File: config.mk
export PLATFORM = sky130hd
export DESIGN_NAME = prio_demux_flat
export DESIGN_NICKNAME = d
export VERILOG_FILES = /design/src/rtl/prio_demux_if.sv /design/src/rtl/prio_demux.sv /design/src/flat_wrapper.sv
export SDC_FILE = /design/constraint.sdc
export NUM_CORES = 2
export LEC_CHECK = 0
export CORE_MARGIN = 2
export CORE_UTILIZATION = 40
export CTS_CLUSTER_DIAMETER = 150
export DETAILED_ROUTE_END_ITERATION = 10
export SYNTH_ARGS = -nofsm -noshare
export SYNTH_HDL_FRONTEND = slang
export SYNTH_SLANG_ARGS = --single-unit
File: constraint.sdc
create_clock -name clk -period 95.8 [get_ports clk]
set_clock_uncertainty 0.15 [all_clocks]
set_input_delay 19.16 -clock clk [delete_from_list [all_inputs] [get_ports clk]]
set_output_delay 19.16 -clock clk [all_outputs]
set_load 0.02 [all_outputs]
File: src/rtl/prio_demux_if.sv
// prio_demux_if: serial word input and wide framed output of the
// 1-to-32 lane distributor, bundled with master (source/sink side)
// and slave (distributor side) modports.
interface prio_demux_if #(
  parameter int WIDTH = 32
);
  logic                  in_valid;
  logic                  in_ready;
  logic [WIDTH-1:0]      in_data;
  logic [4:0]            in_sel;
  logic                  in_last;
  logic                  out_valid;
  logic                  out_ready;
  logic [32*WIDTH-1:0]   out_data;
  logic [31:0]           out_mask;

  modport master (
    output in_valid, in_data, in_sel, in_last, out_ready,
    input  in_ready, out_valid, out_data, out_mask
  );

  modport slave (
    input  in_valid, in_data, in_sel, in_last, out_ready,
    output in_ready, out_valid, out_data, out_mask
  );
endinterface

File: src/rtl/prio_demux.sv
// prio_demux: registered 1-to-32 lane distributor. Serial lane-tagged
// words are assembled into an accumulation frame (A) and handed over as
// one wide, double-buffered frame (B) with a valid/ready handshake.
// Optional feature: define PRIO_DEMUX_AUTOSEL_EN to take the lane index
// from an internal counter and auto-close the frame on lane 31.
module prio_demux #(
  parameter int WIDTH = 32
) (
  input  logic        clk,
  input  logic        rst,
  prio_demux_if.slave bus
);
  localparam int LANES = 32;
  localparam int FW    = LANES * WIDTH;

  typedef enum logic {
    FILL   = 1'b0,
    CLOSED = 1'b1
  } state_e;

  state_e           state_q, state_d;
  logic             in_ready_q, in_ready_d;
  logic             out_valid_q, out_valid_d;
  logic [FW-1:0]    a_data_q, a_data_d;
  logic [LANES-1:0] a_mask_q, a_mask_d;
  logic [FW-1:0]    b_data_q, b_data_d;
  logic [LANES-1:0] b_mask_q, b_mask_d;

  logic             accept;
  logic             closing;
  logic             drain;
  logic             transfer;
  logic [4:0]       lane;
  logic [FW-1:0]    a_wr_data;
  logic [LANES-1:0] a_wr_mask;

`ifdef PRIO_DEMUX_AUTOSEL_EN
  logic [4:0]       cnt_q, cnt_d;
`endif

  assign accept = bus.in_valid && in_ready_q;
  assign drain  = out_valid_q && bus.out_ready;

  // Pick the destination lane and decide whether this word closes the frame.
  always_comb begin
`ifdef PRIO_DEMUX_AUTOSEL_EN
    lane    = cnt_q;
    closing = accept && (bus.in_last || (cnt_q == 5'd31));
`else
    lane    = bus.in_sel;
    closing = accept && bus.in_last;
`endif
  end

  // Accumulation frame with the current word (if any) merged in.
  always_comb begin
    // NOTE: every comb output gets a default first, so no path leaves it unassigned and no latch is inferred.
    a_wr_data = a_data_q;
    a_wr_mask = a_mask_q;
    if (accept) begin
      a_wr_data[lane*WIDTH +: WIDTH] = bus.in_data;
      a_wr_mask[lane]                = 1'b1;
    end
  end

  // Frame hand-over and fill/closed sequencing.
  always_comb begin
    state_d     = state_q;
    a_data_d    = a_wr_data;
    a_mask_d    = a_wr_mask;
    b_data_d    = b_data_q;
    b_mask_d    = b_mask_q;
    out_valid_d = out_valid_q;
    transfer    = ((state_q == FILL) && closing && (!out_valid_q || drain)) ||
                  ((state_q == CLOSED) && drain);
    if (transfer) begin
      b_data_d    = a_wr_data;
      b_mask_d    = a_wr_mask;
      a_data_d    = '0;
      a_mask_d    = '0;
      out_valid_d = 1'b1;
      state_d     = FILL;
    end else begin
      if (closing) state_d = CLOSED;
      if (drain)   out_valid_d = 1'b0;
    end
    in_ready_d = (state_d == FILL);
  end

`ifdef PRIO_DEMUX_AUTOSEL_EN
  // Auto lane counter: advances per accepted word, restarts on every close.
  always_comb begin
    cnt_d = cnt_q;
    if (closing)     cnt_d = 5'd0;
    else if (accept) cnt_d = cnt_q + 5'd1;
  end
`endif

  // State registers, including both frame buffers.
  always_ff @(posedge clk or posedge rst) begin
    if (rst) begin
      // NOTE: the frame buffers are reset too, because unwritten lanes and a discarded frame must read as zero.
      state_q     <= FILL;
      in_ready_q  <= 1'b1;
      out_valid_q <= 1'b0;
      a_data_q    <= '0;
      a_mask_q    <= '0;
      b_data_q    <= '0;
      b_mask_q    <= '0;
    end else begin
      // NOTE: non-blocking assignments so every register samples the pre-edge values together.
      state_q     <= state_d;
      in_ready_q  <= in_ready_d;
      out_valid_q <= out_valid_d;
      a_data_q    <= a_data_d;
      a_mask_q    <= a_mask_d;
      b_data_q    <= b_data_d;
      b_mask_q    <= b_mask_d;
    end
  end

`ifdef PRIO_DEMUX_AUTOSEL_EN
  // Auto lane counter register.
  always_ff @(posedge clk or posedge rst) begin
    if (rst) cnt_q <= 5'd0;
    else     cnt_q <= cnt_d;
  end
`endif

  assign bus.in_ready  = in_ready_q;
  assign bus.out_valid = out_valid_q;
  assign bus.out_data  = b_data_q;
  assign bus.out_mask  = b_mask_q;
endmodule

File: src/flat_wrapper.sv
// flat-port wrapper written by rule: the top's interface ports become plain ports
module prio_demux_flat 
#(
  parameter int WIDTH = 32
)
  (clk, rst, bus_in_valid, bus_in_data, bus_in_sel, bus_in_last, bus_out_ready, bus_in_ready, bus_out_valid, bus_out_data, bus_out_mask);
  prio_demux_if #(.WIDTH(WIDTH)) bus_i ();
  input  logic clk;
  input  logic rst;
  input wire logic [$bits(bus_i.in_valid)-1:0] bus_in_valid;
  input wire logic [$bits(bus_i.in_data)-1:0] bus_in_data;
  input wire logic [$bits(bus_i.in_sel)-1:0] bus_in_sel;
  input wire logic [$bits(bus_i.in_last)-1:0] bus_in_last;
  input wire logic [$bits(bus_i.out_ready)-1:0] bus_out_ready;
  output wire logic [$bits(bus_i.in_ready)-1:0] bus_in_ready;
  output wire logic [$bits(bus_i.out_valid)-1:0] bus_out_valid;
  output wire logic [$bits(bus_i.out_data)-1:0] bus_out_data;
  output wire logic [$bits(bus_i.out_mask)-1:0] bus_out_mask;
  assign bus_i.in_valid = bus_in_valid;
  assign bus_i.in_data = bus_in_data;
  assign bus_i.in_sel = bus_in_sel;
  assign bus_i.in_last = bus_in_last;
  assign bus_i.out_ready = bus_out_ready;
  assign bus_in_ready = bus_i.in_ready;
  assign bus_out_valid = bus_i.out_valid;
  assign bus_out_data = bus_i.out_data;
  assign bus_out_mask = bus_i.out_mask;
  prio_demux #(.WIDTH(WIDTH)) u_core (.clk(clk), .rst(rst), .bus(bus_i));
endmodule
---- After elaboration in Yosys (flattened, before gate mapping) ----
Index checks and enable logic that the tools add are counted.
Widths: inputs -> output; s select.
word-level totals
  memory bits (read-only) ................. 0
  bits in latches ......................... 0
  RAM bits ................................ 0
  memories ................................ 0
  input bits .............................. 42
  bits in registers ....................... 2115
cells by class
  add/subtract/negate cells ............... 1
  bitwise gates (word level) .............. 3
  mux-type cells .......................... 11
  order comparisons ....................... 2
  reduce and logical (&&, ||, !) cells .... 11
  eq/ne operators ......................... 0
  divide/modulo/power cells ............... 0
  $mul .................................... 0
  shift-type cells ........................ 2
operators by type and width
  kind                        count
  $mux 1024                   2
  $bwmux 1024                 1
  $shift 32x34->1024 const A  1
  $shiftx 32x34->1024         1
  $mux 32                     2
  $neg 10->34                 1
  $or 32x32->32               1
  $logic_and 1x1->1           7
  $lt 5x6->1 const B          1
  $demux 1 s5                 1
  $ge 5x1->1 const B          1
  $mux 1                      5
  $logic_or 1x1->1            2
  $not 1->1                   2
  $reduce_bool 2->1           1
  $logic_not 1->1             1

---- Depth between registers and ports, before layout ----
  depth after elaboration ................. 7
  mapped depth ............................ 15
  gate-level depth less buffers ........... 10

---- Worst setup path after synthesis ----
Ideal clock, no wire load.
  path kind ............................... input to register
  start ................................... in bus_in_sel[0]
  end ..................................... reg u_core.b_data_q[610] (netlist: u_core.bus.out_data[610])
  required time ........................... 95.516 ns
  cell stages on the path ................. 14
  path buffers ............................ 4
  path slack .............................. 73.809 ns
  library setup time ...................... 0.134 ns
  data arrival time ....................... 21.707 ns
  path through ............................ buf_2 inv_1 ha_1 nand2b_1 buf_2 nor2_1 ha_1 nor4bb_1 buf_2 nand2_1 nor3_2 buf_6 mux2i_1 o21ai_0
on the way
  longest elaborated chain between the ends .. 4
  elaborated cells on any way between the ends .. 5
  classes of those cells .................. 1 x add/sub; 2 x shift; 2 x mux
ends and longest elaborated chain
  what                                                       line                source
  start: declaration                                         flat_wrapper.sv:12  input wire logic [$bits(bus_i.in_sel)-1:0] bus_in_sel;
  $neg 10->34 (*)                                            prio_demux.sv:61    a_wr_data[lane*WIDTH +: WIDTH] = bus.in_data;
  $shiftx 32x34->1024 or $shift 32x34->1024 (tied branches)  prio_demux.sv:61
  $bwmux 1024 (*)                                            prio_demux.sv:61
  $mux 1024 (*)                                              prio_demux.sv:60    if (accept) begin
  end signal: assignment                                     prio_demux.sv:117   b_data_q <= b_data_d;
  end: declaration                                           prio_demux.sv:26    logic [FW-1:0] b_data_q, b_data_d;
Every way passes the cells marked *; elsewhere a longest branch is shown, timed or not.
A chain may end at the register's enable or synchronous reset.

---- Final worst setup path ----
  start ................................... in bus_in_valid
  end ..................................... reg u_core.b_data_q[843] (netlist: u_core.bus.out_data[843])
on the way
  longest elaborated chain between the ends .. 5
  elaborated cells on any way between the ends .. 6
  classes of those cells .................. 1 x mux; 5 x reduce/logical
ends and longest elaborated chain
  what                            line                source
  start: declaration              flat_wrapper.sv:10  input wire logic [$bits(bus_i.in_valid)-1:0] bus_in_valid;
  $logic_and 1x1->1 (*)           prio_demux.sv:41    assign accept = bus.in_valid && in_ready_q;
  $logic_and 1x1->1               prio_demux.sv:51    closing = accept && bus.in_last;
  $logic_and 1x1->1 (2 in a row)  prio_demux.sv:74    transfer = ((state_q == FILL) && closing && (!out_valid_q || drain)) ||
  $logic_or 1x1->1                prio_demux.sv:74
Marks and branches as above.

==> results by group <==
STA
  • Setup TNS: 0 ps
  • Least-Margin Pin Slew: 1240 ps
  • Tmin final: ~26000 ps
  • Fin worst setup slack: 69680 ps
  • Setup violators final: 0
  • Final hold violations: 0
  • Fin. max-slew vios: 0
  • Final Cycle Share: 0.273
  • Slew Limit Headroom: 0.176
  • RSZ-0062 raised after global routing: false
  • Achievable Freq: between 0.03 and 0.04 GHz

Floorplanning
  • Die area: approximately 0.21 mm^2
  • Site Rows: between 150 and 200
  • Io pins: 1100
  • Die X: around 460 um
  • Core ar.: 0.209 mm^2
  • Initial Util: 0.401
  • Die height: ~460 um

Worst setup path
  • Crit path max-delay family: buffers and inverters
  • Critical-path maximum fanout: about 250
  • Worst path slowest cell: buf_4
  • Crit. End Element: flop
  • CP most frequent cell: buf_4
  • Type of the worst setup path: in -> reg
  • CP cell instances: clkdlybuf4s50_1 -> nand4b_1 -> a21oi_4 -> buf_12 -> buf_4 -> buf_4 -> buf_4 -> buf_4 -> buf_4 -> nor2_1 -> a31oi_1
  • Crit path largest cell delay: 940 ps
  • Type of origin of the critical path: input port
  • Crit path arrival time: about 27000 ps
  • Sum of buffers and inverters on the critical path: 7
  • Critical Path RT: about 96000 ps

Flow run
  • Max cap viols: 0

GRT
  • Largest net degree at the start of global routing: 247
  • First-pass GRT wire length: roughly 490000 um
  • GRT Resource Usage Total: 0.321
  • Initial antenna violation count: 43
  • Total gr overflow: 0
  • Vias in the first global route: around 65000

Cells and area
  • Area Growth Syn to Fin: 24.1%
  • Share of layout cells above drive strength 1: 0.0660
  • Net count, final: roughly 8900

Synthesis
  • Synth warn: 0
  • Post-synth net total: 8182
  • EDFF count, synth: 0
  • Top cell type by total area after synthesis: dfrtp_1
  • Mapped Cells: 8135
  • Post-synth cell types: 64
  • Area contributors post-synth: dfrtp_1 (63%), nor2_1 (5.9%), a21oi_1 (4.9%)
  • Seq/Total Area, Yosys: 0.631
  • Syn Area/Cell: around 10 um^2
  • Asr flop ratio synth: 1.00
  • Synthesized area: 0.0838 mm^2
  • Share of the synthesized area in the top cell type: 0.631
  • #FFs+latches synth: approximately 2100
  • Most common cell in the synthesized netlist: dfrtp_1
  • Most instantiated cells after synthesis: dfrtp_1 (2114), nor2_1 (1313), a21oi_1 (829), o21ai_0 (777), clkbuf_1 (590)
  • Top_reg_cell synth: dfrtp_1

Detailed routing
  • DR pass1 iterations: 7
  • Total number of vias: roughly 69000
  • Via-per-instance ratio: approximately 6
  • Wire length per cell: 29.6 um
  • WL final: ~350000 um
  • DR iter-0 viols: around 9000
  • Antenna viol nets, final: 0
  • DRC: 0

Place
  • Setup slack at placement: between 60000 and 70000 ps
  • RePlAce Congestion: a little under 0.9
  • Port Buffers: 1099
  • Post-DP HPWL: roughly 230000 um

Clock network
  • Hold buffer count at CTS: 0
  • Clock buffer depth: 3
  • Clk_lat worst skew: ~920 ps
  • CTS Sinks: between 2000 and 2500
  • Post-CTS Setup Inserts: 0
  • CTS tree: yes
  • CTS-repair resized insts: 0
  • CTS Buf Count: between 200 and 250
  • Htree depth: 4
  • Clock Tree Root: clkbuf_16
  • Clock transition at the registers of the reported paths: approximately 70 ps

Pwr
  • Tot Pwr: roughly 3.3 mW
  • Internal power: 2.01 mW
  • Share of power burned in registers: 0.381
  • Part of the power in combinational logic: 0.356
  • Switch Pwr: around 1.3 mW
  • Switching part of the total: 0.391
  • P_leak: 45.1 nW
  • PD cells: approximately 32 mW/mm^2
  • Max VDD drop: 0.0228 mV
  • Clk pwr share: 0.264

Outcome
  • Status: completed

Min path
  • Worst hold path class: reg -> reg
[tightest hold or removal path, stage by stage (launching register included)]
cell and delay [ps]:
dfrtp_1 320, a21oi_1 50, nor2_1 70
[routing by layer]
| metal | up-vias | track usage | part of all wire |
|---|---|---|---|
| met3 | 608 | 0.110 | 0.11 |
| li1 | 30016 | - | - |
| met4 | 6 | 0.163 | 0.054 |
| met1 | 35441 | 0.437 | 0.41 |
| met5 | - | 0 | 0.00014 |
| met2 | 3383 | 0.454 | 0.43 |
[metrics by stage]
stage          cells  utilization  area, um^2  hold WS [ps]
2_1_floorplan   8135            -       83800           296
3_3_place_gp   11417        0.462       96600           307
3_5_place_dp   11417        0.462       96600           313
4_1_cts        11817        0.497      104000           329
5_1_grt        11825        0.497      104000           353
6_report       11851        0.498      104000           329
[power by group through the flow]
stage	clock network (mW)	registers, mW	logic (mW)
finish	0.870	1.26	1.17
global route	0.916	1.27	1.25
CTS	0.880	1.25	1.17
detailed placement	0	1.27	1.17
global placement	0	1.26	1.15
floorplan	0	1.41	0.400
[cell usage in the layout, fill, tap and decap left out, types with 53 or more instances in the layout]
cell type        count
clkbuf_16          216
nand2_1            434
clkbuf_1            54
buf_4              135
a31oi_1            557
mux2i_1            265
nand3_1            355
clkbuf_8            53
o21ai_1             60
o21ai_0            777
clkdlybuf4s50_1   1065
a32oi_1             81
or3_1               84
nand4_1             53
and3_1              61
dfrtp_1           2114
a21oi_1            827
and2_1              69
nor2_1            1303
nor3_1              55
[registers in the layout, indices dropped and copies added, names as in the netlist]
register	cells
u_core.bus.out_valid	1
u_core.a_data_q	1024
u_core.a_mask_q	32
u_core.bus.out_data	1024
u_core.state_q	1
u_core.bus.out_mask	32
u_core.bus.in_ready	1
[worst paths after layout]
check	from	to	slack (ps)	cells after the start
setup / recovery	bus_in_valid	u_core.bus.out_data[843]	69680	11
hold / removal	u_core.a_mask_q[13]	u_core.a_mask_q[13]	330	2
setup reg to reg	u_core.bus.in_ready	u_core.bus.out_data[843]	88060	10
hold reg to reg	u_core.a_mask_q[13]	u_core.a_mask_q[13]	330	2
max in group asynchronous	rst	u_core.a_data_q[1]	71040	8
min in group asynchronous	rst	u_core.a_data_q[742]	18660	2
[cell type report]
cell class	instances	area [um^2]
Antenna cell	34	85.1
Clock buffer	323	6340
Clock inverter	77	986
Fill cell	19087	105000
Inverter	6	30.0
Multi-Input combinational cell	5248	28100
Sequential cell	2115	52900
Tap cell	2805	3510
Timing Repair Buffer	1243	12000
[logic make-up after synthesis]
family	Yosys count	share of synthesized area
AO/OA/AOI/OAI	2493	0.170
buffers and inverters	772	0.0380
adder cells (fa/ha/maj)	5	0.000746
multiplexers	265	0.0316
AND/OR/NAND/NOR	2482	0.128
flip-flops	2115	0.631
XOR/XNOR	3	0.000314
(Power assumes the default switching activity.)
